### src/rtl/fetch_pkg.sv
// Shared types and defaults for the instruction fetch unit and its helpers.
package fetch_pkg;

  typedef enum logic {
    RUN   = 1'b0,
    DRAIN = 1'b1
  } fetch_state_t;

  localparam int DEPTH_DEFAULT   = 4;
  localparam int MAX_OUT_DEFAULT = 2;
  localparam int INSTR_BYTES     = 4;

  // Branch targets may arrive with low address bits set; fetch is word aligned.
  function automatic logic [31:0] align_word(input logic [31:0] addr);
    return addr & ~32'(INSTR_BYTES - 1);
  endfunction

endpackage

### src/rtl/sync_fifo.sv
// Synchronous first-word-fall-through FIFO with a flush input; DEPTH need not
// be a power of two. Push and pop in the same cycle are legal at any fill level.
module sync_fifo #(
  parameter int WIDTH = 32,
  parameter int DEPTH = 4,
  localparam int AW = (DEPTH > 1) ? $clog2(DEPTH) : 1,
  localparam int CW = $clog2(DEPTH + 1)
) (
  input  logic             clk,
  input  logic             reset,
  input  logic             flush,
  input  logic             push,
  input  logic [WIDTH-1:0] push_data,
  input  logic             pop,
  output logic [WIDTH-1:0] head,
  output logic [CW-1:0]    count
);

  logic [WIDTH-1:0] mem [DEPTH];
  logic [AW-1:0]    rd_ptr;
  logic [AW-1:0]    wr_ptr;
  logic             do_pop;
  logic             do_push;

  function automatic logic [AW-1:0] next_ptr(input logic [AW-1:0] p);
    return (p == AW'(DEPTH - 1)) ? '0 : p + AW'(1);
  endfunction

  // A full FIFO may still accept a push when the head leaves in the same cycle.
  assign do_pop  = pop && (count != '0);
  assign do_push = push && ((count != CW'(DEPTH)) || do_pop);

  always_ff @(posedge clk) begin
    if (reset || flush) begin
      rd_ptr <= '0;
      wr_ptr <= '0;
      count  <= '0;
    end else begin
      if (do_push) wr_ptr <= next_ptr(wr_ptr);
      if (do_pop)  rd_ptr <= next_ptr(rd_ptr);
      count <= count + CW'(do_push) - CW'(do_pop);
    end
  end

  always_ff @(posedge clk) begin
    if (do_push) mem[wr_ptr] <= push_data;
  end

  assign head = mem[rd_ptr];

endmodule

### src/rtl/instr_fetch_unit.sv
// Instruction fetch unit: issues sequential word fetches, queues returned
// instructions with their PCs for decode, and discards stale responses after a redirect.
module instr_fetch_unit
  import fetch_pkg::*;
#(
  parameter int DEPTH   = DEPTH_DEFAULT,
  parameter int MAX_OUT = MAX_OUT_DEFAULT
) (
  input  logic        clk,
  input  logic        reset,
  input  logic        Redirect,
  input  logic [31:0] Redirect_PC,
  output logic        Imem_req_valid,
  output logic [31:0] Imem_req_addr,
  input  logic        Imem_req_ready,
  input  logic        Imem_rsp_valid,
  input  logic [31:0] Imem_rsp_data,
  output logic        Instr_valid,
  output logic [31:0] Instr,
  output logic [31:0] Instr_PC,
  input  logic        Instr_ready
);

  localparam int QW = $clog2(DEPTH + 1);
  localparam int OW = $clog2(MAX_OUT + 1);
  localparam int RW = QW + 1;
  localparam logic [OW-1:0] MAX_OUT_W = OW'(MAX_OUT);
  localparam logic [RW-1:0] DEPTH_W   = RW'(DEPTH);

  fetch_state_t  state;
  logic [31:0]   fetch_pc;
  logic [OW-1:0] outstanding;
  logic [OW-1:0] discard_count;
  logic [OW-1:0] discard_after;
  logic [QW-1:0] q_count;
  logic [63:0]   q_head;
  logic [31:0]   inflight_pc;
  logic [OW-1:0] inflight_count;
  logic [RW-1:0] reserved;
  logic          req_ok;
  logic          accept;
  logic          rsp_fire;
  logic          rsp_keep;
  logic          q_push;
  logic          q_pop;

  // Every request in flight holds a queue slot, so a response can always be stored.
  assign reserved = RW'(q_count) + RW'(outstanding);
  assign req_ok   = (state == RUN) && !Redirect && (outstanding < MAX_OUT_W) &&
                    (reserved < DEPTH_W);

  assign Imem_req_valid = !reset && req_ok;
  assign Imem_req_addr  = fetch_pc;
  assign accept         = Imem_req_valid && Imem_req_ready;

  assign rsp_fire      = !reset && Imem_rsp_valid && (outstanding != '0);
  assign rsp_keep      = rsp_fire && !Redirect && (discard_count == '0);
  assign q_push        = rsp_keep && (inflight_count != '0);
  assign discard_after = outstanding - OW'(rsp_fire);

  assign Instr_valid = !reset && (q_count != '0);
  assign q_pop       = Instr_valid && Instr_ready && !Redirect;
  assign Instr       = Instr_valid ? q_head[31:0]  : '0;
  assign Instr_PC    = Instr_valid ? q_head[63:32] : '0;

  // Fetch control: PC, outstanding count and the post-redirect discard window.
  always_ff @(posedge clk) begin
    if (reset) begin
      state         <= RUN;
      fetch_pc      <= '0;
      outstanding   <= '0;
      discard_count <= '0;
    end else begin
      if (accept && !rsp_fire) begin
        outstanding <= outstanding + OW'(1);
      end else if (!accept && rsp_fire) begin
        outstanding <= outstanding - OW'(1);
      end

      if (Redirect) begin
        fetch_pc      <= align_word(Redirect_PC);
        discard_count <= discard_after;
        state         <= (discard_after != '0) ? DRAIN : RUN;
      end else begin
        if (accept) fetch_pc <= fetch_pc + 32'(INSTR_BYTES);
        if (state == DRAIN && rsp_fire) begin
          discard_count <= discard_count - OW'(1);
          if (discard_count == OW'(1)) state <= RUN;
        end
      end
    end
  end

  sync_fifo #(
    .WIDTH(64),
    .DEPTH(DEPTH)
  ) u_queue (
    .clk      (clk),
    .reset    (reset),
    .flush    (Redirect),
    .push     (q_push),
    .push_data({inflight_pc, Imem_rsp_data}),
    .pop      (q_pop),
    .head     (q_head),
    .count    (q_count)
  );

  sync_fifo #(
    .WIDTH(32),
    .DEPTH(MAX_OUT)
  ) u_inflight (
    .clk      (clk),
    .reset    (reset),
    .flush    (Redirect),
    .push     (accept),
    .push_data(fetch_pc),
    .pop      (rsp_keep),
    .head     (inflight_pc),
    .count    (inflight_count)
  );

  // Slot reservation must make queue overflow and counter overrun impossible.
  assert property (@(posedge clk) disable iff (reset)
                   q_push |-> ((q_count != QW'(DEPTH)) || q_pop));
  assert property (@(posedge clk) disable iff (reset) outstanding <= MAX_OUT_W);

endmodule

### config.mk
export PLATFORM = sky130hd
export DESIGN_NAME = instr_fetch_unit
export DESIGN_NICKNAME = d
export VERILOG_FILES = /design/src/rtl/fetch_pkg.sv /design/src/rtl/sync_fifo.sv /design/src/rtl/instr_fetch_unit.sv
export SDC_FILE = /design/constraint.sdc
export NUM_CORES = 1
export LEC_CHECK = 0
export CAP_MARGIN = 20
export CORE_MARGIN = 1
export CORE_UTILIZATION = 56
export CTS_CLUSTER_SIZE = 28
export DETAILED_ROUTE_END_ITERATION = 6
export HOLD_SLACK_MARGIN = 0.02
export MAX_ROUTING_LAYER = met4
export PLACE_DENSITY = 0.8
export SLEW_MARGIN = 25
export SYNTH_ARGS = -nofsm -noshare
export SYNTH_HDL_FRONTEND = slang
export SYNTH_SLANG_ARGS = --single-unit
### constraint.sdc
create_clock -name clk -period 3.92 [get_ports clk]
set_input_delay 0.392 -clock clk [delete_from_list [all_inputs] [get_ports clk]]
set_output_delay 0.392 -clock clk [all_outputs]
set_load 0.01 [all_outputs]
Word level (Yosys, flattened, before mapping)
Memories as Yosys holds them, arrays and structs flattened. A register that Yosys moved wholly into a read port is not among the register bits.
Cells that the tools add are included.
W data, S select, Z words.

storage, ports and cells
  input bits = 70
  logic and storage cells = 96
  output and inout port bits = 98
  RAM bits = 320
  memories = 2
  bits in registers = 48

memory list
  name            words  width  read ports  clocked after Yosys merged registers in  wr ports  line             source
  u_queue.mem     4      64     1           1                                        1         sync_fifo.sv:19  logic [WIDTH-1:0] mem [DEPTH];
  u_inflight.mem  2      32     1           1                                        1         sync_fifo.sv:19

operators by class
  reduce and logical (&&, ||, !) cells = 37
  multiplexer cells = 24
  equal/unequal tests = 5
  $add $sub $neg = 14
  $lt $le $gt $ge = 2
  bitwise gates (word level) = 1

operators with widths
  cell                     number
  $mux W32                 4
  $add A32 B3 Y32 const B  1
  $logic_and A1 B1 Y1      19
  $mux W2                  8
  $reduce_bool A2 Y1       7
  $mux W1                  12
  $add A2 B1 Y2 const B    3
  $add A3 B2 Y4            1
  $eq A2 B2 Y1 const B     2
  $logic_not A1 Y1         4
  $lt A4 B3 Y1 const B     1
  $sub A2 B1 Y2            2
  $sub A2 B1 Y2 const B    2
  $add A3 B1 Y3            1
  $logic_or A1 B1 Y1       3
  $ne A3 B3 Y1 const B     1
  $reduce_bool A3 Y1       1
  $sub A3 B1 Y3            1
  $add A1 B1 Y1 const B    2
  $add A2 B1 Y2            1
  $eq A2 B1 Y1 const B     1
  $logic_not A2 Y1         1
  $lt A2 B2 Y1 const B     1
  $ne A2 B2 Y1 const B     1
  other kinds (3)          3

Depth between registers and ports, before layout
Gate-level depths: netlist (run 1).

  depth in word-level cells = 10
  mapped depth = 11
  gate-level depth less buffers = 11

Hierarchy
Synthesis (run 1) repeated with hierarchy kept, for this count alone.

unflattened totals
  cell total of the unflattened synthesis = 840
  area, all modules = 14866.8 um^2

by module, submodules not included
  module                  instances  sequential area each (um^2)  cells an instance  area each (um^2)
  sync_fifo (u_queue)     1          7867.5                       384                9686.8
  sync_fifo (u_inflight)  1          2021.9                       125                2676.3
  instr_fetch_unit        1          700.7                        331                2503.7

Worst setup path after synthesis (run 1)
Ideal clock, no wire load.

  kind = input port to flip-flop
  start = input Redirect
  end = memory u_queue.mem[1][0], enable pin
  arrival = 2.872 ns
  stages on the path = 5
  data required time = 3.494 ns
  library setup time = 0.426 ns
  path buffers = 1
  setup slack = 0.622 ns
  cell sequence = buf_2 > or2_1 > or2_1 > a31oi_4 > and2_1

between the ends
  longest elaborated chain between the ends = 7
  elaborated cells between the ends (all ways) = 10
  those cells by class = mux: 2; reduce/logical: 8

ends and longest elaborated chain
  element                                                           line                                            source
  start: declaration                                                instr_fetch_unit.sv:11                          input logic Redirect,
  $logic_not A1 Y1 *                                                instr_fetch_unit.sv:57, instr_fetch_unit.sv:62
  $logic_and A1 B1 Y1 (on tied branches)                            instr_fetch_unit.sv:57, instr_fetch_unit.sv:62
  $logic_and A1 B1 Y1 (on tied branches)                            instr_fetch_unit.sv:57, sync_fifo.sv:30
  $logic_and A1 B1 Y1 / $logic_or A1 B1 Y1 (equally long branches)  instr_fetch_unit.sv:58, sync_fifo.sv:31
  $logic_and A1 B1 Y1 *                                             sync_fifo.sv:31                                 assign do_push = push && ((count != CW'(DEPTH)) || do_pop);
  named net u_queue.do_push                                         sync_fifo.sv:23                                 logic do_push;
  $mux W1 *                                                         sync_fifo.sv:46                                 if (do_push) mem[wr_ptr] <= push_data;
  $mux W1 (implied by the code) *                                   sync_fifo.sv:46
  end: declaration                                                  sync_fifo.sv:19

Mark *: on every way through the listed nets, which the timed path passes. The rest lies on a longest branch.

==> results of run 1 <==
[critical path, cell delays in order, from the launching register on]
cell	delay, ns
dfxtp_4	0.60
buf_12	0.38
mux4_2	0.54
and2_1	0.18
clkdlybuf4s50_1	0.53
[path summary, 6_finish.rpt]
path | from | end | slack [ns]
min | Redirect_PC[25] | Imem_req_addr[25]$_SDFFE_PP0P_ | 0.44
min reg2reg | u_queue.rd_ptr[1]$_SDFFE_PP0P_ | register | 0.53
max | register | Instr_PC[31] | 0.74
max reg2reg | outstanding[1]$_SDFFE_PP0P_ | u_queue.count[2]$_SDFF_PP0_ | 1.36
[per-stage QoR]
step           utilization (%)  power, mW  hold WS, ns  cells  setup slack, ns
4_1_cts                   70.1       8.07        0.425   1369            0.704
3_5_place_dp              65.1       4.56        0.507   1303            0.695
6_report                  70.1       8.02        0.441   1371            0.744
5_1_grt                   70.1       8.26        0.438   1371            0.609
3_3_place_gp              65.1       4.55        0.494   1303            0.741
2_1_floorplan                -       4.39        0.481    840            0.622
[layout make-up]
type                    instances  area [um^2]  area share [%]
flip-flops and latches        357        10200            58.0
multi-input cells             422         3880            22.0
repair buffers                177         1810            10.2
clock buffers                  41          962            5.45
well taps                     330          413            2.34
clock inverters                25          282            1.59
inverters                      17         63.8           0.361
diodes                          2         5.00          0.0283
[layout by cell type (no fill, tap or decap), types with 9 or more instances in the layout]
cell type	count
nor3_1	11
dfxtp_1	47
mux2_2	30
inv_1	15
nor2_1	36
clkdlybuf4s50_1	161
clkinv_1	10
nand4_1	19
mux4_2	62
a31oi_1	10
nand2_1	31
a21oi_1	30
nand3_1	17
buf_4	10
mux2_1	9
ha_1	14
edfxtp_1	308
clkbuf_16	38
and2_1	71
[metal layers]
metal  part of all wire [%]  up-vias
met2                     51      352
met1                     40     3982
met3                    6.5       58
li1                       -     3605
met5                      0        -
met4                    2.4        0
[registers in the layout, summed over array words and instances (netlist names), 3 cells and up, named ones only]
register        flops
u_queue.count       3
Imem_req_addr      30
u_queue.mem       248
u_inflight.mem     60
[power groups by stage]
stage | combinational [mW] | clock (mW) | sequential [mW]
floorplan | 0.115 | 0 | 4.28
detailed placement | 0.270 | 0 | 4.29
global placement | 0.263 | 0 | 4.28
finish | 0.273 | 3.54 | 4.21
CTS | 0.273 | 3.59 | 4.21
global route | 0.295 | 3.76 | 4.21
[cells by family (layout without fill, tap and decap cells)]
| group | Yosys count | in the layout | synth area share, % |
|---|---|---|---|
| DFF | 357 | 357 | 71.3 |
| xor gates and xnor gates | 11 | 11 | 0.671 |
| other | 1 | 6 | 0.0261 |
| buffers and inverters | 61 | 260 | 1.86 |
| adders and majority gates | 15 | 15 | 1.36 |
| muxes | 106 | 106 | 13.1 |
| AOI/OAI and AO/OA | 67 | 67 | 2.97 |
| and+or+nand+nor | 219 | 219 | 8.68 |
==> results.toml, run 1 <==
[cells_and_area]
num-fill-cells = 1593
fin_nets = 1096
final_area_mm2 = 0.0177
drive_gt1_share_pct = 17.6
area_growth_syn_to_layout_pct = 23.0

[floorplan]
row_count = 58
io_pins = 168
die_h_um = 162
dieWidth_um = 162
fp.coreArea_mm2 = 0.0252
die_area_mm2 = 0.0263
start_util_pct = 57.0

[power]
p_sw_mw = 1.57
p_clk_share_pct = 44.1
ir_drop_mv = 0.303
p_comb_share_pct = 3.4
p_int_mw = 6.45
sw_frac_of_total_pct = 19.5
p_leak_nw = 5.75
p_per_area_mw_per_mm2 = 454
pwr-share-seq_pct = 52.5

[worst_hold_path]
hold_depth = 3
holdCritPathClass = "primary input to register"

[logic_synthesis]
synth_area_leader_cell = "edfxtp_1"
mappedNetlistArea_mm2 = 0.0143
postSynth.asyncResetShare_pct = 0
synthMostInstantiatedCell = "edfxtp_1"
synth_ff_type = "edfxtp_1"
synth-seq-cells = 357
ys_seq_area_share_pct = 71.3
yosys-top-cells-area = "edfxtp_1, mux4_2, dfxtp_1"
synth-edff-count = 308
synth_common_cells = "edfxtp_1, and2_1, mux4_2, dfxtp_1, nor2_1"
synth_top_area_share_pct = 64.5
avgSynthCellArea_um2 = 17.1
yosys_warnings = 0
synth_cells = 837
yosysUniqueCellTypes = 54

[global_route]
grt_pass1_vias = 8071
grt-ovfl-total = 0
grt_pass1_wl_um = 44700
use_met3_pct = 3.93
top_usage_layer = "met2"
grt_max_degree = 64
grt_util_all_layers_pct = 23.4
met2_usage_pct = 38.5
antenna_found_initial = 2
grtUsageMet1_pct = 29.9

[cts]
cts_buffers = 36
clk_latency_ns = 0.52
h-tree-depth = 2
path_clk_slew_ns = 0.06
cts_setup_buffers = 0
hold_buffers = 0
cts_resized = 0
cts_tree = "done"
cts.sinks = 357
cts_buffer_depth = 3
cts_root_buf = "clkbuf_16"

[sta]
tns_ns = 0
max_slew_margin_pct = 37.7
drv_slew = 0
setup_viol = 0
worst_pin_slew_ns = 0.935
skew_ns = 0.0163
max_clock_freq_mhz = 315
min_period_over_period_pct = 81.0
rsz0062_at_grt = "false"
period_needed_ns = 3.18
hold_violations = 0

[detailed_routing]
wirelength_um = 29000
drt_iter0_drc = 664
routedWlPerCell_um = 21.2
firstDrtPassIters = 5
vias = 7997
drc = 0
ant_nets = 0
viasPerCell = 5.83

[run_status]
status = "finished clean"

[placement]
gp_congestion = 0.824
port-buffer-count = 161
hpwl_um = 17900
placed_area_mm2 = 0.0164

[run]
maxCapViolCount = 0

[setup_path]
worstSetupPathType = "register to output port"
end_kind = "output port"
critical_path_required_ns = 3.53
worstRegToRegCells = 9
critical_path_arrival_ns = 2.78
start_kind = "register"
crit_fanout = 47
Note: power is estimated with default switching activity, not from simulation.
==> run 2, diff against run 1 <==
- clock period: 3.92 -> 3.1 ns (I/O delays scaled with it)
==> run 2 against run 1 <==
Count of clock-buffer cells in the layout increased by 1. Register-to-register slack worse by 0.64 ns. Combinational power grew 32%. Total power up 17%. Non-clock buffer count grew 15. Highest routed layer unchanged.
==> results.toml, run 2 (same netlist as run 1, synthesis figures left out) <==
[floorplan]
start_util_pct = 57.0
fp.coreArea_mm2 = 0.0252
io_pins = 168
row_count = 58
die_h_um = 162
dieWidth_um = 162
die_area_mm2 = 0.0263

[cts]
cts_setup_buffers = 0
cts.sinks = 357
cts_buffers = 35
cts_resized = 0
clk_latency_ns = 0.51
h-tree-depth = 2
cts_root_buf = "clkbuf_16"
path_clk_slew_ns = 0.06
cts_buffer_depth = 3
hold_buffers = 0
cts_tree = "done"

[sta]
setup_slack_ns = 0.272
tns_ns = 0
min_period_over_period_pct = 91.2
rsz0062_at_grt = "false"
setup_viol = 0
worst_pin_slew_ns = 1.07
hold_violations = 0
skew_ns = 0.0194
period_needed_ns = 2.83
max_clock_freq_mhz = 354
max_slew_margin_pct = 28.6
drv_slew = 0

[worst_hold_path]
min_to = "Imem_req_addr[23]$_SDFFE_PP0P_"
hold_depth = 3
holdCritPathClass = "primary input to register"
hp-start = "Redirect_PC[23]"

[detailed_routing]
wirelength_um = 29000
ant_nets = 0
drc = 0
viasPerCell = 5.81
firstDrtPassIters = 5
drt_iter0_drc = 585
routedWlPerCell_um = 21.1
vias = 8013

[run]
maxCapViolCount = 0

[cells_and_area]
final_cell_mix = "edfxtp_1, clkdlybuf4s50_1, and2_1"
area_growth_syn_to_layout_pct = 22.7
layout_commonest_cell = "edfxtp_1"
drive_gt1_share_pct = 17.9
fin_nets = 1110
regMostFlops = "u_queue.mem"
num-fill-cells = 1581
seq_area_mm2 = 0.0102
multi_input_area_mm2 = 0.00388
largest_reg_flops = 248
utilization_pct = 69.9

[power]
pwr-share-seq_pct = 56.5
p_int_mw = 7.51
sw_frac_of_total_pct = 20.2
p_comb_share_pct = 3.8
p_leak_nw = 5.73
p_per_area_mw_per_mm2 = 534
p_clk_share_pct = 39.7
p_sw_mw = 1.90
ir_drop_mv = 0.304
power_mw = 9.41

[setup_path]
r2r-start = "outstanding[1]$_SDFFE_PP0P_"
critical_path_required_ns = 2.79
r2r-end = "u_queue.mem[3][34]$_DFFE_PP_"
end_kind = "output port"
start_kind = "register"
crit_path_top_delay_cell = "mux4_2"
critical_path_arrival_ns = 2.52
worstRegToRegCells = 6
worstSetupPathType = "register to output port"
crit_fanout = 47
critical_path.max_stage_delay_ns = 0.58
r2r_slack_ns = 0.72
path_cells = "buf_12 -> mux4_2 -> and2_1 -> clkdlybuf4s50_1"

[global_route]
grt_pass1_vias = 8171
grt-ovfl-total = 0
grt_pass1_wl_um = 45200
grt_max_degree = 52
grt_util_all_layers_pct = 23.6
antenna_found_initial = 0

[placement]
gp_congestion = 0.847
port-buffer-count = 161
dp_slack_ns = 0.302
hpwl_um = 18200

[run_status]
status = "finished clean"
==> run 2: cell count changes in the layout (fill, tap and decap cells not counted) <==
cell,previous run,this run
clkinv_1,10,9
clkbuf_1,3,7
clkinv_8,1,0
diode_2,2,1
nor2_2,1,0
clkinv_4,0,1
buf_12,6,13
bufinv_16,6,0
clkbuf_16,38,35
buf_4,10,18
nor2_1,36,37
==> run 2: final cells by class <==
class / count / area share, %
well taps: 330 / 2.35
inverters: 17 / 0.363
clock buffers: 42 / 5.13
flip-flops and latches: 357 / 58.2
diodes: 1 / 0.0142
multi-input cells: 422 / 22.1
clock inverters: 18 / 0.512
repair buffers: 192 / 11.4
==> run 2: worst max path at each step <==
stage / start / end / slack [ns] / depth (start not counted)
6_report: register / Instr_PC[11] / 0.27 / 4
5_1_grt: register / Instr_PC[11] / 0.15 / 4
4_1_cts: register / Instr_PC[11] / 0.22 / 4
3_5_place_dp: reset / u_queue.mem[3][28]$_DFFE_PP_ / 0.30 / 7
3_3_place_gp: reset / u_queue.mem[3][28]$_DFFE_PP_ / 0.34 / 7
2_1_floorplan: discard_count[0]$_SDFFE_PP0P_ / u_queue.mem[0][0]$_DFFE_PP_ / 0.53 / 6
==> run 2: power by group through the flow <==
stage / logic, mW / registers (mW) / clock network, mW
after CTS: 0.359 / 5.31 / 3.80
after detailed placement: 0.355 / 5.42 / 0
after global routing: 0.389 / 5.32 / 4.00
after global placement: 0.348 / 5.41 / 0
final: 0.359 / 5.32 / 3.73
after floorplan: 0.145 / 5.41 / 0
==> run 2: through the flow <==
step	area, um^2	instances	hold slack [ns]
after floorplan	14400	840	0.409
after global placement	16600	1318	0.497
after detailed placement	16600	1318	0.524
after CTS	17600	1378	0.357
after global routing	17600	1378	0.388
final	17600	1379	0.365
==> run 2: critical path: cells and delay by family, from the launching register on <==
kind | cells | cell delay, ns
buf+inv | 2 | 0.80
mux | 1 | 0.58
flops | 1 | 0.37
simple gates | 1 | 0.21
==> run 2: metal layers <==
metal / global-route usage [%] / share of wire, %
met5: - / 0
met4: 7.55 / 2.4
met3: 3.60 / 7.5
met2: 38.1 / 50
met1: 31.1 / 40
==> run 3, diff against run 2 <==
- PLACE_DENSITY: 0.8 -> 0.88
- SYNTH_HIERARCHICAL: not set -> 1
==> run 3 against run 2 <==
Flip-flop and latch count increased by 12. Critical endpoint is now u_queue/count[2]$_SDFF_PP0_. Hold slack got worse by 0.010 ns. Maximum frequency down 5.6%. Largest power group unchanged. Global-route usage rose by 0.40 points. Setup slack worse by 0.17 ns. Routed wire length increased by 5.9%.
==> results.toml, run 3 <==
[run_status]
status = "finished clean"

[power]
ir_drop_mv = 0.533
p_per_area_mw_per_mm2 = 551
p_leak_nw = 6.10

[logic_synthesis]
yosysUniqueCellTypes = 61
synthMostInstantiatedCell = "edfxtp_1"
synth_top_area_share_pct = 64.6
ys_seq_area_share_pct = 71.2
mappedNetlistArea_mm2 = 0.0149
synth_common_cells = "edfxtp_1, and2_1, mux4_2, dfxtp_1, nand2_1"
synth-edff-count = 320
yosys-top-cells-area = "edfxtp_1, mux4_2, dfxtp_1"
synth_area_leader_cell = "edfxtp_1"
synth_ff_type = "edfxtp_1"
yosys_warnings = 6
avgSynthCellArea_um2 = 17.7
synth-seq-cells = 369
synth_cells = 840
postSynth.asyncResetShare_pct = 0

[sta]
period_needed_ns = 3.00
min_period_over_period_pct = 96.7
worst_pin_slew_ns = 0.753
skew_ns = 0.0178
max_slew_margin_pct = 49.8
tns_ns = 0
drv_slew = 0
holdWs_ns = 0.355
max_clock_freq_mhz = 334
setup_viol = 0
hold_violations = 0

[cts]
clk_latency_ns = 0.51
cts_buffers = 35
cts.sinks = 369
h-tree-depth = 2
cts_tree = "done"
cts_buffer_depth = 3
path_clk_slew_ns = 0.06
cts_root_buf = "clkbuf_16"

[floorplan]
row_count = 59
dieWidth_um = 165
io_pins = 168
die_h_um = 165
die_area_mm2 = 0.0272
fp.coreArea_mm2 = 0.0261
start_util_pct = 57.1

[global_route]
grt_max_degree = 66
grtUsageMet1_pct = 29.4
top_usage_layer = "met2"
grt_pass1_vias = 8441
use_met3_pct = 3.84
antenna_found_initial = 0
grt-ovfl-total = 0
grt_util_all_layers_pct = 24.0
met2_usage_pct = 40.8
grt_pass1_wl_um = 46300

[setup_path]
crit_fanout = 2
crit_path_top_delay_cell = "or4b_4"
cpMostUsedCell = "inv_1"
worstSetupPathType = "register to register"
start_kind = "register"
end_kind = "register"
critical_path_required_ns = 3.51
path_cells = "nor3_2 -> buf_4 -> nor2_4 -> and3_1 -> or4b_4 -> and2_4 -> inv_1 -> ha_1 -> inv_1 -> ha_1 -> inv_1 -> fa_1 -> xnor2_2 -> xnor2_1 -> and2_1"
critical_path_arrival_ns = 3.41
critical_path.max_stage_delay_ns = 0.50

[detailed_routing]
routedWlPerCell_um = 21.9
wirelength_um = 30800
viasPerCell = 5.84
vias = 8216
firstDrtPassIters = 4
drt_iter0_drc = 624
ant_nets = 0
drc = 0

[placement]
dp.cells = 1345
placed_area_mm2 = 0.0173
gp_congestion = 0.864
port-buffer-count = 163
hpwl_um = 19800

[cells_and_area]
regMostFlops = "u_queue/mem"
insertedDiodeCount = 0
utilization_pct = 70.8
layout_commonest_cell = "edfxtp_1"
area_growth_syn_to_layout_pct = 24.1
final_cell_mix = "edfxtp_1, clkdlybuf4s50_1, and2_1"
drive_gt1_share_pct = 20.1
num-fill-cells = 1579
final_area_mm2 = 0.0184
largest_reg_flops = 256
fin_nets = 1133
fin_cells = 1407

[worst_hold_path]
holdCritPathClass = "primary input to register"

[run]
maxCapViolCount = 0
[run 3: final timing paths]
check | startpoint | endpoint | slack [ns] | cells after the start
worst max-delay path | u_queue/count[2]$_SDFF_PP0_ | u_queue/count[2]$_SDFF_PP0_ | 0.10 | 15
worst min-delay path | Redirect_PC[16] | Imem_req_addr[16]$_SDFFE_PP0P_ | 0.35 | 3
worst max register to register | u_queue/count[2]$_SDFF_PP0_ | u_queue/count[2]$_SDFF_PP0_ | 0.10 | 15
worst min register to register | u_queue/wr_ptr[1]$_SDFFE_PP0P_ | u_queue/wr_ptr[1]$_SDFFE_PP0P_ | 0.52 | 2
[run 3: timing repair]
| item | 4_1_cts | 5_1_grt |
|---|---|---|
| resized for setup | 0 | 2 |
| endpoints found under the setup margin | 0 | 1 |
| hold buffers | 0 | 0 |
| setup buffers | 0 | 0 |
[run 3: power by group]
group | switching, mW | internal (mW) | total (mW)
logic | 0.175 | 0.195 | 0.371
registers | 0.0715 | 5.43 | 5.50
clock network | 1.70 | 2.58 | 4.29
[run 3: metal layers]
| metal | vias to the layer above | wire (um) |
|---|---|---|
| met4 | 0 | 843 |
| met1 | 4126 | 11900 |
| met3 | 60 | 2090 |
| li1 | 3695 | - |
| met2 | 335 | 16000 |
| met5 | - | 0 |
[run 3: layout make-up]
cell class / count / area, um^2 / share of cell area, %
clock buffer: 46 / 993 / 5.39
clock inverter: 16 / 173 / 0.936
inverter: 23 / 87.6 / 0.475
multi-input combinational: 414 / 4050 / 21.9
sequential: 369 / 10600 / 57.5
tap: 335 / 419 / 2.27
timing repair buffer: 204 / 2130 / 11.5
[run 3: worst max-delay path, delay by kind of cell (launching register included)]
| family | cells | cell delay [ns] |
|---|---|---|
| buf+inv | 4 | 0.30 |
| flops | 1 | 0.32 |
| xor+xnor | 2 | 0.28 |
| simple gates | 6 | 1.24 |
| fa+ha+maj | 3 | 0.75 |
[run 3: logic make-up (layout without fill, tap and decap cells)]
| kind of cell | count (synthesis) | count (layout) | synth area share (%) |
|---|---|---|---|
| compound gates | 68 | 68 | 3.26 |
| xor+xnor | 19 | 19 | 1.12 |
| fa+ha+maj | 16 | 16 | 1.40 |
| buf+inv | 62 | 289 | 2.01 |
| flops | 369 | 369 | 71.2 |
| mux | 99 | 99 | 13.1 |
| other cells | 1 | 6 | 0.0252 |
| simple gates | 206 | 206 | 7.86 |
[run 3: stage by stage]
step / setup slack, ns / total power, mW
5_1_grt: -0.00447 / 10.4
4_1_cts: 0.132 / 10.2
3_3_place_gp: -0.0244 / 5.95
3_5_place_dp: -0.0694 / 5.97
6_report: 0.103 / 10.2
2_1_floorplan: -0.153 / 5.74
